<file path="src/rtl/vga_pixel_driver.sv">
`default_nettype none
// ============================================================================
//  Module   : vga_pixel_driver
//  Purpose  : VGA raster generator and DAC pin driver. Publishes pixelX/pixelY
//             to the object mux and re-aligns the mux colour with sync/blank.
//             Optional colour-bar generator is enabled by VGA_TEST_PATTERN_EN.
//  Revision : 1.0  initial release
// ============================================================================
module vga_pixel_driver #(
    parameter int H_ACTIVE = 640,
    parameter int H_FP     = 16,
    parameter int H_SYNC   = 96,
    parameter int H_BP     = 48,
    parameter int V_ACTIVE = 480,
    parameter int V_FP     = 10,
    parameter int V_SYNC   = 2,
    parameter int V_BP     = 33,
    parameter int MUX_LAT  = 1
) (
    input  logic        clk,
    input  logic        reset,
    input  logic        pixEn,
`ifdef VGA_TEST_PATTERN_EN
    input  logic        testPattern,
`endif
    input  logic [7:0]  redIn,
    input  logic [7:0]  greenIn,
    input  logic [7:0]  blueIn,
    output logic [10:0] pixelX,
    output logic [10:0] pixelY,
    output logic        startOfFrame,
    output logic [7:0]  vgaR,
    output logic [7:0]  vgaG,
    output logic [7:0]  vgaB,
    output logic        vgaHS,
    output logic        vgaVS,
    output logic        vgaBlankN
);

    localparam int          c_H_TOTAL = H_ACTIVE + H_FP + H_SYNC + H_BP;
    localparam int          c_V_TOTAL = V_ACTIVE + V_FP + V_SYNC + V_BP;
    localparam logic [10:0] c_H_LAST  = 11'(c_H_TOTAL - 1);
    localparam logic [10:0] c_V_LAST  = 11'(c_V_TOTAL - 1);
    localparam logic [10:0] c_H_ACT   = 11'(H_ACTIVE);
    localparam logic [10:0] c_V_ACT   = 11'(V_ACTIVE);
    localparam logic [10:0] c_HS_BEG  = 11'(H_ACTIVE + H_FP);
    localparam logic [10:0] c_HS_END  = 11'(H_ACTIVE + H_FP + H_SYNC);
    localparam logic [10:0] c_VS_BEG  = 11'(V_ACTIVE + V_FP);
    localparam logic [10:0] c_VS_END  = 11'(V_ACTIVE + V_FP + V_SYNC);

    // Delay-line word: {[bar index,] vs, hs, active}; idle value is blanked, syncs high
`ifdef VGA_TEST_PATTERN_EN
    localparam int c_DW = 6;
`else
    localparam int c_DW = 3;
`endif
    localparam logic [c_DW-1:0] c_DLY_RST = c_DW'(3'b110);

    if (c_H_TOTAL > 2047 || c_V_TOTAL > 2047 || MUX_LAT > 4 || MUX_LAT < 0) begin : g_param_err
        $error("vga_pixel_driver: raster totals must fit 11 bits and MUX_LAT must be 0..4");
    end

    logic [10:0]     r_hCnt;
    logic [10:0]     r_vCnt;
    logic            w_active;
    logic            w_hsRaw;
    logic            w_vsRaw;
    logic [c_DW-1:0] w_dlyIn;
    logic [c_DW-1:0] w_dlyOut;
    logic [7:0]      w_red;
    logic [7:0]      w_green;
    logic [7:0]      w_blue;

    always_ff @(posedge clk or posedge reset) begin
        if (reset) begin
            r_hCnt       <= '0;
            r_vCnt       <= '0;
            startOfFrame <= 1'b0;
        end else begin
            startOfFrame <= 1'b0;
            if (pixEn) begin
                if (r_hCnt == c_H_LAST) begin
                    r_hCnt <= '0;
                    if (r_vCnt == c_V_LAST) begin
                        r_vCnt       <= '0;
                        startOfFrame <= 1'b1;
                    end else begin
                        r_vCnt <= r_vCnt + 11'd1;
                    end
                end else begin
                    r_hCnt <= r_hCnt + 11'd1;
                end
            end
        end
    end

    assign pixelX   = r_hCnt;
    assign pixelY   = r_vCnt;
    assign w_active = (r_hCnt < c_H_ACT) && (r_vCnt < c_V_ACT);
    assign w_hsRaw  = !((r_hCnt >= c_HS_BEG) && (r_hCnt < c_HS_END));
    assign w_vsRaw  = !((r_vCnt >= c_VS_BEG) && (r_vCnt < c_VS_END));

`ifdef VGA_TEST_PATTERN_EN
    assign w_dlyIn = {r_hCnt[9:7], w_vsRaw, w_hsRaw, w_active};
`else
    assign w_dlyIn = {w_vsRaw, w_hsRaw, w_active};
`endif

    // Free-running on clk so the alignment tracks the mux, not the pixel rate
    if (MUX_LAT == 0) begin : g_no_dly
        assign w_dlyOut = w_dlyIn;
    end else begin : g_dly
        logic [c_DW-1:0] r_stage [MUX_LAT];

        always_ff @(posedge clk or posedge reset) begin
            if (reset) begin
                for (int i = 0; i < MUX_LAT; i++) begin
                    r_stage[i] <= c_DLY_RST;
                end
            end else begin
                r_stage[0] <= w_dlyIn;
                for (int i = 1; i < MUX_LAT; i++) begin
                    r_stage[i] <= r_stage[i-1];
                end
            end
        end

        assign w_dlyOut = r_stage[MUX_LAT-1];
    end

    always_comb begin
        w_red   = redIn;
        w_green = greenIn;
        w_blue  = blueIn;
`ifdef VGA_TEST_PATTERN_EN
        if (testPattern) begin
            w_red   = {8{w_dlyOut[5]}};
            w_green = {8{w_dlyOut[4]}};
            w_blue  = {8{w_dlyOut[3]}};
        end
`endif
    end

    always_ff @(posedge clk or posedge reset) begin
        if (reset) begin
            vgaR      <= 8'h00;
            vgaG      <= 8'h00;
            vgaB      <= 8'h00;
            vgaHS     <= 1'b1;
            vgaVS     <= 1'b1;
            vgaBlankN <= 1'b0;
        end else begin
            vgaR      <= w_dlyOut[0] ? w_red   : 8'h00;
            vgaG      <= w_dlyOut[0] ? w_green : 8'h00;
            vgaB      <= w_dlyOut[0] ? w_blue  : 8'h00;
            vgaHS     <= w_dlyOut[1];
            vgaVS     <= w_dlyOut[2];
            vgaBlankN <= w_dlyOut[0];
        end
    end

endmodule
`default_nettype wire

</file>
<file path="config.mk">
export PLATFORM = sky130hd
export DESIGN_NAME = vga_pixel_driver
export DESIGN_NICKNAME = d
export VERILOG_FILES = /design/src/rtl/vga_pixel_driver.sv
export SDC_FILE = /design/constraint.sdc
export NUM_CORES = 1
export LEC_CHECK = 0
export BUFFER_PORTS_ARGS = -buffer_cell sky130_fd_sc_hd__buf_2
export CELL_PAD_IN_SITES_DETAIL_PLACEMENT = 1
export CELL_PAD_IN_SITES_GLOBAL_PLACEMENT = 1
export CORE_MARGIN = 2
export CORE_UTILIZATION = 40
export CTS_CLUSTER_DIAMETER = 80
export DETAILED_ROUTE_END_ITERATION = 16
export GPL_ROUTABILITY_DRIVEN = 0
export PLACE_DENSITY_LB_ADDON = 0.1
export SLEW_MARGIN = 5
export SYNTH_ARGS = -nofsm -noshare
export SYNTH_HDL_FRONTEND = slang
export SYNTH_SLANG_ARGS = --single-unit
</file>
<file path="constraint.sdc">
create_clock -name clk -period 5.42 [get_ports clk]
set_input_delay 1.084 -clock clk [delete_from_list [all_inputs] [get_ports clk]]
set_output_delay 1.084 -clock clk [all_outputs]
set_load 0.005 [all_outputs]
</file>
==> results.toml, run 1 <==
[run_status]
status = "finished clean"

[hold_path]
hold_depth = 0
hold_end = "vgaHS"
hold_class = "flop to flop"
holdCritStartpoint = "g_dly.r_stage[1]"

[worst_setup_path]
crit_slowest_cell = "nor4_2"
timing.rr.end = "pixelY[8]"
r2r_cells = 4
arrival_ps = 2780
path_buf_inv = 1
start_kind = "input port"
critPathCaptureType = "flop"
required_ps = 5610
cpLargestDelayFamily = "simple AND/OR/NAND/NOR gates"
crit_type = "input port to flop"
crit_chain = "buf_2 > nand4_1 > nor4_2 > o21ai_0 > a22o_1"
cp_max_fo = 11
cpPeakStageDelay_ps = 810
reg2reg_from = "pixelX[5]"
startpoint = "pixEn"
regToRegSetupSlack_ps = 2880

[sta]
slew_headroom_pct = 31.86
setup_tns_ps = 0
rsz0062_at_grt = "false"
finalCritPeriodShare_pct = 47.94
fin_skew_ps = 4.416
finalCriticalPeriod_ps = 2598
hold_viol = 0
finalSetupViolations = 0
slew_viol_final = 0
fmax_mhz = 384.9
tightest_slew_ps = 1014

[synth]
yosys-top-cells-area = "dfrtp_1 57%, and2_1 7.2%, dfstp_2 4.9%, nand3_1 2.5%, o21ai_0 2.5%"
synth.cell_area_mm2 = 0.002166
synth_edf_count = 0
yosysSeqAreaShare_pct = 61.47
ys_async_sr_fraction_pct = 100.0
yosys.area.top_type = "dfrtp_1"
yosysTopAreaCellShare_pct = 56.61
synth_fp_nets = 216
netlist_instances = 186
yosysWarnings = 0
ys_seq_elements = 53
syn_area_per_cell_um2 = 11.64
synth_cell_types = 35
synthFlopType = "dfrtp_1"

[floorplanning]
die_area_mm2 = 0.006019
io_pins = 77
die_w_um = 77.59
fp.dieH_um = 77.59
initial_core_util_pct = 41.87
num_rows = 26
core-area_mm2 = 0.005172

[flow_run]
drv_cap = 0

[power_and_ir_drop]
ir_worst_vdd_v = 0.0001388
leakage_nw = 1.291
powerDensity_mw_per_mm2 = 288.4

[clock_tree]
clk_latency_ps = 290
ctsRootBufferMaster = "clkbuf_8"
tritoncts = "yes"
cts_hold_buf = 0
clock-sinks = 53
cts_made_buffers = 5
htreeDepth = 2
cts_resized = 0
path_clk_slew_ps = 80
post_cts_buffers = 0
clock_path_buffers = 2

[drt]
drt-initial-drc-count = 46
firstDrtPassIters = 4
routed_wl_um = 5187
vias_per_cell = 5.047
wl_per_cell_um = 15.39
drc_errors = 0
vias = 1701
drtAntennaViolNets = 0

[global_routing]
grt_overflow_total = 0
grt_max_degree = 54
grtUsageTotal_pct = 18.37
antenna_found_initial = 0
grt_pass1_wl_um = 8652
grt_pass1_vias = 1719

[final_layout]
layout.nets = 296
area_delta_synth_final_pct = 25.07
fin_cells = 337
finish.utilization_pct = 52.37
drive_gt1_share_pct = 36.70
n_antenna_cell = 0

[place]
dp_hpwl_um = 3822
io_buffers = 76
placedCellCount = 329
## layout make-up
| class | instances | area [µm²] |
|---|---|---|
| clock buffers | 8 | 90.09 |
| inverters | 9 | 33.78 |
| flip-flops and latches | 53 | 1331 |
| multi-input cells | 120 | 778.2 |
| repair buffers | 77 | 387.9 |
| fillers | 600 | 2464 |
| well taps | 70 | 87.58 |
## per-layer routing
metal	up-vias	GRT usage [%]	wire length [µm]
li1	805	-	-
met1	845	23.52	2317
met2	44	31.38	2598
met3	7	3.256	192
met4	0	6.250	79
met5	-	0	0
## placed cells by master (no fill, tap or decap)
| cell type | n |
|---|---|
| a21boi_0 | 1 |
| a21oi_1 | 2 |
| a22o_1 | 1 |
| a22o_2 | 1 |
| a31oi_1 | 1 |
| a32o_1 | 1 |
| and2_1 | 25 |
| and3_1 | 2 |
| buf_2 | 76 |
| buf_4 | 1 |
| clkbuf_1 | 2 |
| clkbuf_8 | 6 |
| dfrtp_1 | 49 |
| dfstp_2 | 4 |
| ha_1 | 3 |
| inv_1 | 8 |
| inv_2 | 1 |
| mux2_2 | 1 |
| mux2i_1 | 3 |
| nand2_1 | 10 |
| nand3_1 | 11 |
| nand4_1 | 6 |
| nor2_1 | 7 |
| nor3_1 | 4 |
| nor4_1 | 4 |
| nor4_2 | 1 |
| nor4bb_1 | 2 |
| o211ai_1 | 1 |
| o21a_1 | 2 |
| o21ai_0 | 11 |
| o31ai_1 | 2 |
| or2_2 | 2 |
| or3_2 | 2 |
| or4_1 | 3 |
| or4_2 | 1 |
| or4_4 | 2 |
| xnor2_1 | 5 |
| xor2_1 | 3 |
## kinds of logic after synthesis
family / count (synthesis) / share of synthesized area, %
AND/OR/NAND/NOR: 82 / 22.36
flip-flops: 53 / 61.47
AO/OA/AOI/OAI: 23 / 6.701
buffers and inverters: 13 / 2.599
XOR/XNOR: 8 / 3.235
multiplexers: 4 / 1.906
adder cells (fa/ha/maj): 3 / 1.733
## sequential cells by signal, indices dropped and copies added (netlist names)
name and count:
vgaVS 1, pixelY 11, vgaBlankN 1, pixelX 11
vgaHS 1, startOfFrame 1, vgaG 8, vgaR 8
g_dly.r_stage 3, vgaB 8
## how the worst max path moves through the flow
| stage | endpoint | slack (ps) | cells after the start |
|---|---|---|---|
| final | pixelY[8] | 2820 | 5 |
| after global routing | pixelY[8] | 2710 | 5 |
| after CTS | pixelY[8] | 2850 | 5 |
| after detailed placement | pixelY[8] | 2520 | 5 |
| after global placement | pixelY[7] | 2640 | 5 |
| after floorplan | pixelY[6] | 2990 | 5 |
## worst register-to-register path, cell delays in order, from the launching register on
cell and delay, ps:
dfrtp_1 480, or4_4 600, nor4_2 850, o21ai_0 230
a22o_1 280
## synthesized netlist by cell type, types with 3 or more instances
library cell	n
dfstp_2	4
dfrtp_1	49
ha_1	3
xor2_1	3
nor4_1	4
mux2i_1	3
nand2_1	10
nor2_1	7
xnor2_1	5
nand4_1	6
inv_1	9
or4_1	3
clkbuf_1	3
o21ai_0	11
and2_1	25
nand3_1	11
nor3_1	4
## power breakdown
part | internal (mW) | switching [mW]
combinational | 0.0549 | 0.0478
sequential | 0.422 | 0.0346
clock | 0.104 | 0.118
## metrics by stage
step | setup WS, ps | hold slack, ps | cell area [µm²] | power [mW]
floorplan | 2993 | 345.2 | 2166 | 0.5146
global placement | 2641 | 345.8 | 2619 | 0.5645
detailed placement | 2525 | 350.7 | 2619 | 0.5683
CTS | 2845 | 363.5 | 2709 | 0.7922
global route | 2707 | 364.9 | 2709 | 0.8231
finish | 2822 | 361.7 | 2709 | 0.7812
Power figures use the tool's default switching activity.
==> run 2, diff against run 1 <==
Settings changed: CORE_UTILIZATION 40 to 37.
Clock period 5.42 ns to 2.7 ns, I/O delays scaled along.
==> run 2 against run 1 <==
  * Final cell count up 1.8%
  * Sequential share of layout area down 0.54 points
  * Sequential power rose by 100%
  * Die area grew 7.7%
  * Critical path depth fell by 1
  * Final area rose by 1.1%
  * Via count decreased by 0.59%
  * Setup slack got worse by 2400 ps
  * Clock skew rose by 0.53 ps
  * Hold slack lost 110 ps
  * Critical endpoint is now pixelY[6]
  * Largest cell class unchanged
  * Highest routed layer unchanged
==> results.toml, run 2 (same netlist as run 1, synthesis figures left out) <==
[run_status]
status = "finished clean"

[worst_setup_path]
cp_max_fo = 10
cpLargestDelayFamily = "simple AND/OR/NAND/NOR gates"
startpoint = "pixelX[5]"
reg2reg_from = "pixelX[5]"
cpPeakStageDelay_ps = 590
critPathCaptureType = "flop"
crit_slowest_cell = "or4_4"
start_kind = "flop"
crit_chain = "or4_4 > or4_4 > or4_1 > o21ai_0"
arrival_ps = 2530
crit_type = "flop to flop"
required_ps = 2930
path_buf_inv = 0
path_common_cell = "or4_4"

[clock_tree]
ctsRootBufferMaster = "clkbuf_8"
clock_path_buffers = 2
clk_latency_ps = 310
tritoncts = "yes"
path_clk_slew_ps = 100
htreeDepth = 2
cts_hold_buf = 0
cts_made_buffers = 5
cts_resized = 0
clock-sinks = 53
post_cts_buffers = 0

[final_layout]
final_cell_mix = "76 x buf_2, 49 x dfrtp_1, 25 x and2_1, 11 x nand3_1, 11 x o21ai_0"
drive_gt1_share_pct = 38.01
final_common_cell = "buf_2"
multi_input_area_um2 = 778.2
layout.nets = 300
fin_cells = 343
finish.utilization_pct = 49.14
n_fill_cell = 658
n_antenna_cell = 0
regArea_mm2 = 0.001331
area_delta_synth_final_pct = 26.46

[sta]
finalSetupViolations = 0
slew_headroom_pct = 65.25
finalCritPeriodShare_pct = 85.13
fmax_mhz = 435.1
fin_skew_ps = 4.948
finalCriticalPeriod_ps = 2299
rsz0062_at_grt = "false"
fin_ws_ps = 401.5
setup_tns_ps = 0
tightest_slew_ps = 521.2
timing.hold.ws_ps = 249.5
hold_viol = 0
slew_viol_final = 0

[floorplanning]
core-area_mm2 = 0.005574
num_rows = 27
die_w_um = 80.51
io_pins = 77
fp.dieH_um = 80.51
initial_core_util_pct = 38.86
die_area_mm2 = 0.006482

[global_routing]
grtUsageMet1_pct = 23.38
use_met2_pct = 27.25
grt_pass1_wl_um = 8493
grt_pass1_vias = 1704
grtUsageTotal_pct = 17.12
grt-busiest-layer = "met2"
grt_max_degree = 26
grt_overflow_total = 0
grt_util_met3_pct = 4.157
antenna_found_initial = 0

[power_and_ir_drop]
ir_worst_vdd_v = 0.0003457
leakage_nw = 1.304
powerDensity_mw_per_mm2 = 572.0

[drt]
wl_per_cell_um = 14.98
vias = 1691
drtAntennaViolNets = 0
firstDrtPassIters = 4
routed_wl_um = 5137
drt-initial-drc-count = 48
vias_per_cell = 4.930
drc_errors = 0

[place]
placedCellCount = 335
io_buffers = 76
dp_hpwl_um = 3890
dp_worst_setup_slack_ps = 402.9

[hold_path]
hold_class = "input port to async pin"

[flow_run]
drv_cap = 0
-- run 2: changes by cell type in the layout (fill, tap and decap cells not counted), sizes merged --
cell / delta
clkbuf: -2
buf: +4
clkinvlp: +2
-- run 2: worst paths after layout --
kind                       slack, ps        end  cells after the start
max                              400  pixelY[6]                      4
max in group asynchronous       1790      vgaVS                      3
min in group clk                 350      vgaHS                      0
max reg2reg                      400  pixelY[6]                      4
min reg2reg                      350      vgaHS                      0
min                              250    vgaR[0]                      2
-- run 2: metrics by stage --
step | instance area, µm² | total power [mW]
floorplan | 2166 | 1.033
global placement | 2651 | 1.135
detailed placement | 2651 | 1.145
CTS | 2739 | 1.592
global route | 2739 | 1.655
finish | 2739 | 1.567
-- run 2: cell type report --
type	count	share of cell area, %
sequential	53	48.61
clock inverter	2	0.5482
multi-input combinational	120	28.41
clock buffer	6	2.650
timing repair buffer	81	15.26
tap	72	3.289
inverter	9	1.233
-- run 2: worst register-to-register path, delay by kind of cell (launching register included) --
kind	cells	cell delay [ps]
and+or+nand+nor	3	1680
DFF	1	470
AOI/OAI and AO/OA	1	80
-- run 2: power by group --
group / switching, mW / internal, mW / total (mW)
combinational: 0.0998 / 0.112 / 0.211
clock: 0.258 / 0.183 / 0.441
sequential: 0.0679 / 0.847 / 0.915
-- run 2: layer usage --
layer  vias to the layer above  share of wire [%]
met5                         -                  0
li1                        812                  -
met1                       806                 46
met4                         0                1.1
met3                         5                7.4
met2                        68                 45
